===== src/rtl/prim_present_seq_if.sv =====
// prim_present_seq_if: request/response handshake bundle of the iterative PRESENT engine.
interface prim_present_seq_if #(
  parameter int DataWidth = 64,
  parameter int KeyWidth  = 128
);
  logic                 valid_i, ready_o, dec_i, valid_o, ready_i;
  logic [DataWidth-1:0] data_i, data_o;
  logic [KeyWidth-1:0]  key_i;
  modport slave  (input valid_i, dec_i, data_i, key_i, ready_i, output ready_o, valid_o, data_o);
  modport master (output valid_i, dec_i, data_i, key_i, ready_i, input ready_o, valid_o, data_o);
endinterface


===== src/rtl/prim_present_seq.sv =====
// prim_present_seq: one-round-per-cycle PRESENT encrypt/decrypt engine with valid/ready handshake.
// Define PRIM_PRESENT_SEQ_KEYCACHE_EN to cache the last expanded key and skip decrypt key expansion.
module prim_present_seq #(
  parameter int DataWidth = 64,
  parameter int KeyWidth  = 128,
  parameter int NumRounds = 31
) (
  input  logic                clk_i,
  input  logic                rst_i,
  input  logic                clear_i,
  output logic                busy_o,
  prim_present_seq_if.slave   bus
);
  localparam logic [63:0] Sbox    = 64'h21748FE3DA09B65C;
  localparam logic [63:0] SboxInv = 64'hA970364BD21C8FE5;
  localparam int          RcLo    = (KeyWidth == 128) ? 62 : 15;

  function automatic logic [DataWidth-1:0] sub(logic [DataWidth-1:0] s, logic [63:0] t);
    for (int i = 0; i < DataWidth / 4; i++) s[4*i +: 4] = t[{s[4*i +: 4], 2'b00} +: 4];
    return s;
  endfunction

  function automatic logic [DataWidth-1:0] perm(logic [DataWidth-1:0] s, logic inv);
    logic [DataWidth-1:0] o;
    o = '0;
    for (int i = 0; i < DataWidth; i++) begin
      int p;
      p = (i == DataWidth - 1) ? i : (i * DataWidth / 4) % (DataWidth - 1);
      if (inv) o[i] = s[p];
      else o[p] = s[i];
    end
    return o;
  endfunction

  function automatic logic [KeyWidth-1:0] upd_key(logic [KeyWidth-1:0] k, logic [4:0] r);
    logic [KeyWidth-1:0] o;
    o = {k[KeyWidth-62:0], k[KeyWidth-1:KeyWidth-61]};
    o[KeyWidth-1 -: 4] = Sbox[{o[KeyWidth-1 -: 4], 2'b00} +: 4];
    if (KeyWidth == 128) o[KeyWidth-5 -: 4] = Sbox[{o[KeyWidth-5 -: 4], 2'b00} +: 4];
    o[RcLo +: 5] = o[RcLo +: 5] ^ r;
    return o;
  endfunction

  // Undoes the forward update that used round index NumRounds+1-r.
  function automatic logic [KeyWidth-1:0] inv_key(logic [KeyWidth-1:0] k, logic [4:0] r);
    logic [KeyWidth-1:0] o;
    o = k;
    o[RcLo +: 5] = o[RcLo +: 5] ^ (5'(NumRounds) + 5'd1 - r);
    o[KeyWidth-1 -: 4] = SboxInv[{o[KeyWidth-1 -: 4], 2'b00} +: 4];
    if (KeyWidth == 128) o[KeyWidth-5 -: 4] = SboxInv[{o[KeyWidth-5 -: 4], 2'b00} +: 4];
    return {o[60:0], o[KeyWidth-1:61]};
  endfunction

  typedef enum logic [1:0] {Idle, KeyExp, Crypt, Done} state_e;

  state_e               state_q, state_d;
  logic [DataWidth-1:0] data_q, data_d, out_q, out_d, mix, st_nxt;
  logic [KeyWidth-1:0]  key_q, key_d, kf, k_nxt, hit_key;
  logic [4:0]           rnd_q, rnd_d;
  logic                 dec_q, dec_d, last, acc, hit;

  assign mix    = data_q ^ key_q[KeyWidth-1 -: DataWidth];
  assign kf     = upd_key(key_q, rnd_q);
  assign st_nxt = dec_q ? sub(perm(mix, 1'b1), SboxInv) : perm(sub(mix, Sbox), 1'b0);
  assign k_nxt  = dec_q ? inv_key(key_q, rnd_q) : kf;
  assign last   = rnd_q == 5'(NumRounds);

  assign bus.ready_o = state_q == Idle && !rst_i && !clear_i;
  assign bus.valid_o = state_q == Done;
  assign bus.data_o  = out_q;
  assign busy_o      = state_q == KeyExp || state_q == Crypt;
  assign acc         = bus.valid_i && bus.ready_o;

`ifdef PRIM_PRESENT_SEQ_KEYCACHE_EN
  logic [KeyWidth-1:0] ckey_q, ckey_d, cexp_q, cexp_d;
  logic                cvld_q, cvld_d;

  assign hit     = cvld_q && bus.dec_i && bus.key_i == ckey_q;
  assign hit_key = cexp_q;

  // The final forward key of an encryption is exactly the decrypt starting key.
  always_comb begin
    ckey_d = ckey_q;
    cexp_d = cexp_q;
    cvld_d = cvld_q;
    if (clear_i) cvld_d = 1'b0;
    else if (acc && !hit) begin
      ckey_d = bus.key_i;
      cvld_d = 1'b0;
    end else if (last && (state_q == KeyExp || (state_q == Crypt && !dec_q))) begin
      cexp_d = kf;
      cvld_d = 1'b1;
    end
  end

  always_ff @(posedge clk_i) begin
    cvld_q <= rst_i ? 1'b0 : cvld_d;
    ckey_q <= ckey_d;
    cexp_q <= cexp_d;
  end
`else
  assign hit     = 1'b0;
  assign hit_key = bus.key_i;
`endif

  always_comb begin
    state_d = state_q;
    data_d  = data_q;
    key_d   = key_q;
    rnd_d   = rnd_q;
    dec_d   = dec_q;
    out_d   = out_q;
    if (clear_i) state_d = Idle;
    else if (acc) begin
      data_d  = bus.data_i;
      key_d   = hit ? hit_key : bus.key_i;
      rnd_d   = 5'd1;
      dec_d   = bus.dec_i;
      state_d = (bus.dec_i && !hit) ? KeyExp : Crypt;
    end else if (state_q == KeyExp) begin
      key_d   = kf;
      rnd_d   = last ? 5'd1 : rnd_q + 5'd1;
      state_d = last ? Crypt : KeyExp;
    end else if (state_q == Crypt) begin
      data_d = st_nxt;
      key_d  = k_nxt;
      rnd_d  = rnd_q + 5'd1;
      if (last) begin
        out_d   = st_nxt ^ k_nxt[KeyWidth-1 -: DataWidth];
        state_d = Done;
      end
    end else if (state_q == Done && bus.ready_i) state_d = Idle;
  end

  always_ff @(posedge clk_i) begin
    if (rst_i) begin
      state_q <= Idle;
      out_q   <= '0;
    end else begin
      state_q <= state_d;
      out_q   <= out_d;
    end
    data_q <= data_d;
    key_q  <= key_d;
    rnd_q  <= rnd_d;
    dec_q  <= dec_d;
  end
endmodule


===== src/flat_wrapper.sv =====
// flat-port wrapper written by rule: the top's interface ports become plain ports
module prim_present_seq_flat 
#(
  parameter int DataWidth = 64,
  parameter int KeyWidth  = 128,
  parameter int NumRounds = 31
)
  (clk_i, rst_i, clear_i, busy_o, bus_valid_i, bus_dec_i, bus_data_i, bus_key_i, bus_ready_i, bus_ready_o, bus_valid_o, bus_data_o);
  prim_present_seq_if #(.DataWidth(DataWidth), .KeyWidth(KeyWidth)) bus_i ();
  input  logic clk_i;
  input  logic rst_i;
  input  logic clear_i;
  output logic busy_o;
  input wire logic [$bits(bus_i.valid_i)-1:0] bus_valid_i;
  input wire logic [$bits(bus_i.dec_i)-1:0] bus_dec_i;
  input wire logic [$bits(bus_i.data_i)-1:0] bus_data_i;
  input wire logic [$bits(bus_i.key_i)-1:0] bus_key_i;
  input wire logic [$bits(bus_i.ready_i)-1:0] bus_ready_i;
  output wire logic [$bits(bus_i.ready_o)-1:0] bus_ready_o;
  output wire logic [$bits(bus_i.valid_o)-1:0] bus_valid_o;
  output wire logic [$bits(bus_i.data_o)-1:0] bus_data_o;
  assign bus_i.valid_i = bus_valid_i;
  assign bus_i.dec_i = bus_dec_i;
  assign bus_i.data_i = bus_data_i;
  assign bus_i.key_i = bus_key_i;
  assign bus_i.ready_i = bus_ready_i;
  assign bus_ready_o = bus_i.ready_o;
  assign bus_valid_o = bus_i.valid_o;
  assign bus_data_o = bus_i.data_o;
  prim_present_seq #(.DataWidth(DataWidth), .KeyWidth(KeyWidth), .NumRounds(NumRounds)) u_core (.clk_i(clk_i), .rst_i(rst_i), .clear_i(clear_i), .busy_o(busy_o), .bus(bus_i));
endmodule

===== config.mk =====
export PLATFORM = sky130hd
export DESIGN_NAME = prim_present_seq_flat
export DESIGN_NICKNAME = d
export VERILOG_FILES = /design/src/rtl/prim_present_seq_if.sv /design/src/rtl/prim_present_seq.sv /design/src/flat_wrapper.sv
export SDC_FILE = /design/constraint.sdc
export NUM_CORES = 1
export LEC_CHECK = 0
export ABC_CLOCK_PERIOD_IN_PS = 10800
export BUFFER_PORTS_ARGS = -buffer_cell sky130_fd_sc_hd__buf_2
export CORE_UTILIZATION = 40
export CTS_CLUSTER_SIZE = 24
export DETAILED_ROUTE_END_ITERATION = 8
export HOLD_SLACK_MARGIN = 0.1
export SETUP_SLACK_MARGIN = 0.1
export SLEW_MARGIN = 20
export SYNTH_ARGS = -nofsm -noshare
export SYNTH_HDL_FRONTEND = slang
export SYNTH_SLANG_ARGS = --single-unit

===== constraint.sdc =====
create_clock -name clk_i -period 10.8 [get_ports clk_i]
set_input_delay 1.08 -clock clk_i [delete_from_list [all_inputs] [get_ports clk_i]]
set_output_delay 1.08 -clock clk_i [all_outputs]
set_load 0.02 [all_outputs]

== Word-level counts from Yosys, hierarchy flattened ==
Index checks and enable logic that the tools add are counted.
Storage, ports and cells
  register bits after elaboration: 264
  bits of input ports: 198
  output and inout bits: 67
  logic and storage cells: 92
Cells by class
  add/sub/neg operators: 2
  eq/ne operators: 6
  shift-type cells: 36
  mux-type cells: 18
  bitwise logic cells: 7
  reduce and logical (&&, ||, !) cells: 17
Operator list (number)
  variable part select 64 x 7 -> 4 bit (first input constant): 36
  two-way mux 128 bit: 4
  two-way mux 64 bit: 4
  bitwise XOR 64 bit: 2
  two-way mux 5 bit: 3
  two-way mux 2 bit: 7
  bitwise XOR 5 bit: 2
  AND reduction 2 bit: 3
  adder 5 x 1 -> 5 bit (second input constant): 1
  equality test 5 bit (second input constant): 1
  AND reduction 5 bit: 1
  subtractor 1 x 5 -> 5 bit (first input constant): 1
  equality test 2 bit (second input constant): 2
  logical AND 1 bit: 4
  inequality test 4 x 1 -> 1 bit (second input constant): 1
  nonzero test 4 bit: 1
  NOT 1 bit: 3
  AND reduction 3 bit: 1
  nonzero test 3 bit: 1
  equality test 2 x 1 -> 1 bit (second input constant): 1
  zero test 1 bit: 2
  zero test 2 bit: 1
  inequality test 2 x 1 -> 1 bit (second input constant): 1
  nonzero test 2 bit: 1
  2 further kinds: 2

== Depth between registers and ports, before layout ==
  depth in word-level cells: 6
  mapped depth: 10
  mapped depth without buffers: 9

== Worst setup path after synthesis ==
OpenSTA, ideal clock, no wires.
  path kind: input-to-reg
  from: input port rst_i
  to: register u_core.key_q[0], enable pin
  library setup time: 0.627 ns
  arrival: 7.422 ns
  required time: 10.173 ns
  slack: 2.751 ns
  stages on the path: 6
  path buffers: 2
  cell sequence: buf_2 -> nand4bb_1 -> inv_2 -> clkbuf_1 -> nor3_1 -> nor2_1
On the way
  longest elaborated chain between the ends: 6
Ends and longest elaborated chain
  start: declaration: line flat_wrapper.sv:11  | input logic rst_i;
  zero test 1 bit: line prim_present_seq.sv:68  | assign bus.ready_o = state_q == Idle && !rst_i && !clear_i;
  logical AND 1 bit (2 in a row): line prim_present_seq.sv:68
  logical AND 1 bit: line prim_present_seq.sv:72  | assign acc = bus.valid_i && bus.ready_o;
  nonzero test 3 bit (no line)
  AND reduction 2 bit (no line)
  end signal: assignment: line prim_present_seq.sv:144  | key_q <= key_d;
  end: declaration: line prim_present_seq.sv:58  | logic [KeyWidth-1:0] key_q, key_d, kf, k_nxt, hit_key;
No other way between the ends.
A chain may end at the register's enable or synchronous reset.

== Worst setup path after layout ==
  from: input port rst_i
  to: register u_core.data_q[26], enable pin
On the way
  longest elaborated chain between the ends: 6
  elaborated cells between the ends (all ways): 7
  classes of those cells: eq/ne (1); reduce/logical (6)
Ends and longest elaborated chain
  zero test 1 bit *: line prim_present_seq.sv:68
  logical AND 1 bit * (2 in a row): line prim_present_seq.sv:68
  logical AND 1 bit *: line prim_present_seq.sv:72
  inequality test 2 x 1 -> 1 bit (no line) or nonzero test 2 bit (tied branches)
  AND reduction 3 bit (no line) *
  end signal: assignment: line prim_present_seq.sv:143  | data_q <= data_d;
  end: declaration: line prim_present_seq.sv:57  | logic [DataWidth-1:0] data_q, data_d, out_q, out_d, mix, st_nxt;
Mark *: on every way between the ends. The rest lies on a longest branch, timed or not.

==> out/results.ini <==
[floorplanning]
die_width_um=231
io_pins=265
die_h_um=231
fp.dieArea_sq_mm=0.0535
start_util_pct=40.7
core_sq_mm=0.0516
rows=83

[clock_network]
root_buffer=clkbuf_16
h-tree-depth=1
clk_pin_slew_ns=0.06
clock_latency_ns=0.61
cts.sinks=264
postCtsSetupBuffers=0
hold_buffers=0
cts_buffer_depth=3
numCtsBuffers=31
cts_tree=yes
cts_resized=0

[detailed_routing]
avgViaCountPerCell=5.80
drt-total-wl_um=75100
drt_iter0_markers=1813
vias=18700
wl_per_cell_um=23.3
ant_nets=0
remaining_drc_errors=0
drtPass1Iterations=6

[sta]
rsz0062_at_grt=false
min_period_over_period_pct=37.4
fmax_mhz=248
hold_viol_final=0
worstMarginPinSlew_ns=1.13
slew_violations=0
fin_skew_ns=0.0146
final.setup.tns_ns=0
fin_ws_ns=6.76
setup_viol=0
relSlewSlack_pct=24.2
period_needed_ns=4.04

[place]
gp_congestion=0.940
numPortBuffers=264
hpwl_um=55800
place_ws_ns=6.07
placed_area_sq_mm=0.0229

[global_route]
grt_pass1_wl_um=111000
grt_pass1_vias=17700
grt_overflow=0
grt_use_total_pct=27.5
grt_max_degree=190
antenna_found_initial=0

[layout]
layout-drive-gt1-share_pct=19.0
multiInputGateArea_sq_mm=0.0128
stdcell_area_sq_mm=0.0239
area_growth_pct=13.7
seq_area_sq_mm=0.00727
fillCellCount=4992
diodes=0
final_util_pct=46.3
nNetsFinal=2897

[outcome]
status=finished clean

[setup_path]
required_ns=11.02
cp-start-kind=input pin
cp_max_fo=189
path_class=in2reg
end_kind=flop
arrival_ns=4.26

[yosys]
synth_top_area_cell=edfxtp_1
synth_seq_cells=264
yosys-top-cells-count=419 x nand2_1, 231 x nor2_1, 198 x edfxtp_1
synth_seq_area_share_pct=34.6
avgSynthCellArea_sq_um=9.04
async_reset_ff_share_pct=0
netlist_area_sq_mm=0.0210
yosys_warnings=0
synth.area.top_cells=edfxtp_1 28%, ha_1 11%, nand2_1 7.5%
yosysTopAreaCellShare_pct=28.3
syn_nets=2710
synth_most_common_cell=nand2_1
netlist_instances=2324
ys.flop_type=edfxtp_1
synth_edf_count=198
synth_cell_types=74

[job]
maxCapViolCount=0

[power]
switching_share_pct=33.3
power.total_mw=3.14
power_switching_mw=1.05
power_density_mw_per_mm2=131
p_int_mw=2.09
clockPowerShare_pct=34.0
ir_worst_vdd_mv=0.114
power_frac_seq_pct=38.9
p_comb_share_pct=27.2
p_leak_nw=10.0

[min_path]
hp-class=reg2reg

==> flip-flops by register name (all words and copies together) (netlist names) <==
name	flops
u_core.bus.data_o	64
u_core.data_q	64
u_core.dec_q	1
u_core.key_q	128
u_core.rnd_q	5
u_core.state_q	2
==> metal layers <==
metal,track usage [%],part of all wire (%)
met3,3.04,7.3
met4,7.62,2.7
met2,44.8,46
met5,0,0
met1,38.3,44
==> cells by family (layout without fill, tap and decap cells) <==
group,after synthesis,count (layout),synth area share [%]
DFF,264,264,34.6
xor gates and xnor gates,161,161,7.66
and+or+nand+nor,784,784,15.2
adders and majority gates,188,188,11.2
buffers and inverters,259,471,4.92
muxes,180,180,11.8
AOI/OAI and AO/OA,488,488,14.7
==> critical path: stages <==
cell       delay [ns]
buf_2            0.10
buf_4            0.20
nand4bb_4        0.26
buf_12           0.27
clkinv_2         0.40
buf_4            0.69
nor2_1           0.19
nor3_2           0.15
buf_4            0.76
==> metrics by stage <==
stage               hold WS (ns)  instances
finish                     0.453       3216
global route               0.479       3216
CTS                        0.454       3216
detailed placement         0.447       3158
global placement           0.440       3158
floorplan                  0.468       2324
==> path summary, 6_finish.rpt <==
path                                       startpoint                     to  slack, ns  depth (start not counted)
worst max register to register      u_core.state_q[0]      u_core.data_q[26]       7.01                          9
worst min register to register  u_core.bus.data_o[29]  u_core.bus.data_o[29]       0.45                          2
worst max-delay path                            rst_i      u_core.data_q[26]       6.76                          9
worst min-delay path            u_core.bus.data_o[29]  u_core.bus.data_o[29]       0.45                          2
==> placed cells by master (no fill, tap or decap), drive strengths merged, types with 4 or more instances in the layout <==
master,n
or4,5
mux4,51
edfxtp,198
nand3,52
nor2,231
a31oi,125
a21o,7
nand4,7
o211ai,25
buf,293
mux2,19
clkinv,16
ha,188
inv,120
a221oi,6
nand2,419
xor2,80
a211oi,29
and3,7
nor3,38
a211o,4
mux2i,110
xnor2,81
o21a,4
and2,6
clkbuf,39
o311ai,17
o21ai,105
nand2b,6
o221ai,6
a311oi,11
dfxtp,66
a21oi,113
==> area by class of cell <==
class / instances / share of cell area [%]
Clock buffer: 39 / 3.54
Timing Repair Buffer: 293 / 6.49
Tap cell: 680 / 3.56
Multi-Input combinational cell: 1801 / 53.5
Inverter: 120 / 1.90
Clock inverter: 19 / 0.649
Sequential cell: 264 / 30.4
==> power groups by stage <==
stage	Sequential, mW	Clock (mW)	Combinational, mW
after detailed placement	1.24	0	0.841
final	1.22	1.07	0.853
after CTS	1.22	1.07	0.846
after global placement	1.24	0	0.819
after floorplan	1.22	0	0.587
after global routing	1.22	1.11	0.930
Power figures use the tool's default switching activity.
